--- src/rtl/if_fetch_stage_if.sv ---
// if_fetch_stage_if: instruction-memory bus between the fetch stage and the ROM.
//   i_addr  : byte address driven by the fetch stage (master)
//   i_rdata : instruction word returned by the asynchronous-read ROM (slave)
interface if_fetch_stage_if;
    logic [31:0] i_addr;
    logic [31:0] i_rdata;
    modport master (output i_addr, input i_rdata);
    modport slave (input i_addr, output i_rdata);
endinterface

--- src/rtl/if_fetch_stage.sv ---
// if_fetch_stage: MIPS instruction-fetch stage with fetch PC and IF/ID register.
//   clk, reset     : clock and synchronous active-high reset
//   stall          : freezes F_pc and IF/ID
//   flush          : turns IF/ID into a bubble (wins over stall)
//   redirect_valid : load redirect_pc as the next F_pc
//   redirect_pc    : branch/jump target, used unmasked
//   imem           : instruction-memory bus (i_addr = F_pc, i_rdata same cycle)
//   F_pc           : current fetch PC
//   D_instr/D_pc   : IF/ID instruction word and its PC
//   D_valid/D_exc  : IF/ID real-instruction flag and fetch-exception flag
//   fetch_count    : valid IF/ID loads since reset
// Optional: define FETCH_EXC_EN to flag misaligned or out-of-ROM fetches.
module if_fetch_stage #(
    parameter logic [31:0] PC_RESET = 32'h0000_3000,
    parameter logic [31:0] IM_BASE  = 32'h0000_3000,
    parameter int          IM_WORDS = 4096
) (
    input  logic              clk,
    input  logic              reset,
    input  logic              stall,
    input  logic              flush,
    input  logic              redirect_valid,
    input  logic [31:0]       redirect_pc,
    if_fetch_stage_if.master  imem,
    output logic [31:0]       F_pc,
    output logic [31:0]       D_instr,
    output logic [31:0]       D_pc,
    output logic              D_valid,
    output logic              D_exc,
    output logic [31:0]       fetch_count
);
`ifdef FETCH_EXC_EN
    localparam logic EXC_EN = 1'b1;
`else
    localparam logic EXC_EN = 1'b0;
`endif
    // 33-bit end address so a ROM ending at the top of memory does not wrap.
    localparam logic [32:0] IM_END = {1'b0, IM_BASE} + 33'(4 * IM_WORDS);
    logic [31:0] next_pc;
    logic        fetch_exc;
    assign imem.i_addr = F_pc;
    always_comb begin
        next_pc   = redirect_valid ? redirect_pc : F_pc + 32'd4;
        fetch_exc = EXC_EN && ((|F_pc[1:0]) || (F_pc < IM_BASE) || ({1'b0, F_pc} >= IM_END));
    end
    always_ff @(posedge clk) begin
        if (reset) begin
            F_pc        <= PC_RESET;
            D_instr     <= '0;
            D_pc        <= '0;
            D_valid     <= 1'b0;
            D_exc       <= 1'b0;
            fetch_count <= '0;
        end else begin
            if (!stall) F_pc <= next_pc;
            if (flush) begin
                D_instr <= '0;
                D_pc    <= '0;
                D_valid <= 1'b0;
                D_exc   <= 1'b0;
            end else if (!stall) begin
                D_instr     <= fetch_exc ? 32'd0 : imem.i_rdata;
                D_pc        <= F_pc;
                D_valid     <= 1'b1;
                D_exc       <= fetch_exc;
                fetch_count <= fetch_count + 32'd1;
            end
        end
    end
endmodule

--- src/flat_wrapper.sv ---
// flat-port wrapper written by rule: the top's interface ports become plain ports
module if_fetch_stage_flat 
#(
    parameter logic [31:0] PC_RESET = 32'h0000_3000,
    parameter logic [31:0] IM_BASE  = 32'h0000_3000,
    parameter int          IM_WORDS = 4096
)
  (clk, reset, stall, flush, redirect_valid, redirect_pc, F_pc, D_instr, D_pc, D_valid, D_exc, fetch_count, imem_i_addr, imem_i_rdata);
  if_fetch_stage_if imem_i ();
  input  logic clk;
  input  logic reset;
  input  logic stall;
  input  logic flush;
  input  logic redirect_valid;
  input  logic [31:0] redirect_pc;
  output logic [31:0] F_pc;
  output logic [31:0] D_instr;
  output logic [31:0] D_pc;
  output logic D_valid;
  output logic D_exc;
  output logic [31:0] fetch_count;
  output wire logic [$bits(imem_i.i_addr)-1:0] imem_i_addr;
  input wire logic [$bits(imem_i.i_rdata)-1:0] imem_i_rdata;
  assign imem_i_addr = imem_i.i_addr;
  assign imem_i.i_rdata = imem_i_rdata;
  if_fetch_stage #(.PC_RESET(PC_RESET), .IM_BASE(IM_BASE), .IM_WORDS(IM_WORDS)) u_core (.clk(clk), .reset(reset), .stall(stall), .flush(flush), .redirect_valid(redirect_valid), .redirect_pc(redirect_pc), .imem(imem_i), .F_pc(F_pc), .D_instr(D_instr), .D_pc(D_pc), .D_valid(D_valid), .D_exc(D_exc), .fetch_count(fetch_count));
endmodule
--- config.mk ---
export PLATFORM = sky130hd
export DESIGN_NAME = if_fetch_stage_flat
export DESIGN_NICKNAME = d
export VERILOG_FILES = /design/src/rtl/if_fetch_stage_if.sv /design/src/rtl/if_fetch_stage.sv /design/src/flat_wrapper.sv
export SDC_FILE = /design/constraint.sdc
export NUM_CORES = 1
export LEC_CHECK = 0
export CORE_UTILIZATION = 44
export DETAILED_ROUTE_END_ITERATION = 6
export PLACE_DENSITY = 0.86
export SLEW_MARGIN = 20
export SYNTH_ARGS = -nofsm -noshare
export SYNTH_HDL_FRONTEND = slang
export SYNTH_SLANG_ARGS = --single-unit
--- constraint.sdc ---
create_clock -name clk -period 2.5 [get_ports clk]
set_clock_uncertainty 0.2 [all_clocks]
set_input_delay 0.5 -clock clk [delete_from_list [all_inputs] [get_ports clk]]
set_output_delay 0.5 -clock clk [all_outputs]
set_load 0.02 [all_outputs]
==> impl_metrics.yaml <==
placement:
  gp_congestion: 0.800
  numPortBuffers: 229
  dp_hpwl_um: 11900
global_routing:
  grt_pass1_wl_um: 27500
  grt_max_degree: 48
  grt_pass1_vias: 5251
  grt_usage_pct: 24.5
  antenna_found_initial: 0
  grt_overflow: 0
timing:
  fmax_ghz: 0.425
  slew_headroom_pct: 58.6
  maxSlewViolCount: 0
  setup_violations: 0
  worst_pin_slew_ns: 0.621
  finalSetupTns_ns: 0
  holdWs_ns: 0.273
  fin_crit_sh_pct: 94.2
  fin_crit_ns: 2.36
  rsz0062_at_grt: "no"
  finalHoldViolations: 0
clocking:
  ctsResizeCount: 0
  cts_max_level: 4
  clk_latency_ns: 0.41
  cts.sinks: 129
  hold_buffers: 0
  clk_path_buf_depth: 2
  clk_transition_reported_paths_ns: 0.05
  cts_tree: "built"
  cts_buffers: 17
  cts-root-buf: "clkbuf_16"
  cts_setup_buffers: 0
yosys:
  yosysWarnings: 0
  netlist.area_leader.share_pct: 43.3
  muxShareOfSynthArea_pct: 13.3
  synth_ff_type: "dfxtp_1"
  synth_top_family_by_area: "simple AND/OR/NAND/NOR gates"
  synthDistinctLibCells: 49
  synth_top_cells_by_area: "dfxtp_1, mux2i_1, nor2_1"
  syn_inst: 681
  syn_area_um2: 5970
  synth.avg_cell_area_um2: 8.76
  yosysTopAreaCell: "dfxtp_1"
  ys_ff_latch: 129
  synth_edf_count: 0
  synth_adder_area_share_pct: 0.419
  synth-simple-area-share_pct: 21.6
  yosysSeqAreaShare_pct: 43.3
  synth_xor_area_share_pct: 2.64
  synth-async-reset-ratio_pct: 0
  synth-compound-area-share_pct: 10.7
  syn-num-nets: 752
floorplan:
  die-height_um: 118
  ios: 231
  core_area_um2: 13200
  die_w_um: 118
  num_rows: 42
  dieArea_um2: 14000
  initial_utilization_pct: 45.0
critical_path:
  slowest_delay_ns: 0.68
  critPathCaptureType: "output port"
  cp.arrival_ns: 1.66
  cp_slowest_cell: "clkdlybuf4s50_1"
  crit_fanout: 11
  cp_data_required_time_ns: 1.80
  path_cells: "clkdlybuf4s50_1"
  path_delay_family: "buffers and inverters"
  path_class: "reg -> out"
  critPathBufInv: 1
  crit_path_start_kind: "register"
route:
  viasPerCell: 5.29
  routedWlPerCell_um: 15.9
  num_vias: 5708
  dr.pass1.iters: 5
  finalWirelength_um: 17100
  drtAntennaViolNets: 0
  remaining_drc_errors: 0
  drt-initial-drc-count: 339
worst_hold_path:
  hp-class: "in -> reg"
power:
  cellPowerDensity_nw_per_um2: 601
  power_w: 0.00538
  peakVddDrop_v: 0.000431
  total_leakage_power_nw: 3.46
final_layout:
  area_delta_synth_final_pct: 50.0
  layout_commonest_cell: "clkdlybuf4s50_1"
  layout-drive-gt1-share_pct: 8.97
  diodes: 0
  nNetsFinal: 961
  layout_common_cells: "clkdlybuf4s50_1, dfxtp_1, nor2_1"
outcome:
  status: "complete, no violations"
flow_run:
  cap_violations: 0
-- through the flow --
step | util (%) | worst slack, ns | std cells | cell area [µm²]
final | 67.6 | 0.145 | 1079 | 8950
after global routing | 67.6 | 0.0185 | 1079 | 8950
after CTS | 67.6 | 0.134 | 1079 | 8950
after floorplan | - | 0.276 | 681 | 5970
after global placement | 63.1 | 0.113 | 1047 | 8350
after detailed placement | 63.1 | 0.0356 | 1047 | 8350
-- cell families after synthesis --
group	count (synthesis)
flops	129
simple gates	261
fa+ha+maj	2
buf+inv	86
other cells	1
xor+xnor	18
mux	79
compound gates	105
-- worst reg2reg max path, delay by kind of cell, from the launching register on --
| family | cells | cell delay [ns] |
|---|---|---|
| compound gates | 1 | 0.17 |
| flops | 1 | 0.47 |
| simple gates | 4 | 1.12 |
| buf+inv | 1 | 0.20 |
-- metal layers --
metal / share of wire (%) / up-vias / GRT usage [%]
met2: 48 / 216 / 40.0
met1: 43 / 2679 / 31.4
met5: 0 / - / 0
met4: 2.5 / 0 / 10.2
met3: 5.8 / 32 / 5.21
li1: - / 2781 / -
-- report_power, final --
group | total (W) | switching, W | leakage, nW | internal, W
clock | 0.00250 | 0.000872 | 0.295 | 0.00163
sequential | 0.00218 | 0.0000627 | 1.05 | 0.00212
combinational | 0.000702 | 0.000344 | 2.11 | 0.000358
-- path summary, 6_finish.rpt --
path	startpoint	depth (start not counted)	to	slack [ns]
max	u_core.F_pc[6]	1	F_pc[6]	0.14
min	reset	2	u_core.fetch_count[4]	0.27
max reg2reg	u_core.F_pc[13]	6	u_core.F_pc[28]	0.27
min reg2reg	u_core.D_valid	2	u_core.D_valid	0.27
-- Yosys cell counts, drive strengths merged (7+ instances only) --
cell type and count:
clkbuf 28, and3 10, o21ai 24, a22oi 10, nor2 121, dfxtp 129, nand2 26, xor2 16
buf 49, nor2b 10, nand3 24, nor4 7, a21oi 39, mux2i 77, nand4 24, nor3 9
inv 9, or3 7
-- registers in the layout (all words and copies together), names as in the netlist --
name and cells:
u_core.F_pc 32, u_core.D_valid 1, u_core.D_instr 32, u_core.D_pc 32, u_core.fetch_count 32
-- layout make-up --
| type | instances | area (µm²) |
|---|---|---|
| Clock buffer | 28 | 527 |
| Clock inverter | 4 | 70.1 |
| Fill cell | 1033 | 4290 |
| Inverter | 9 | 33.8 |
| Multi-Input combinational cell | 466 | 2910 |
| Sequential cell | 129 | 2580 |
| Tap cell | 176 | 220 |
| Timing Repair Buffer | 267 | 2600 |
Note: power is estimated with default switching activity, not from simulation.
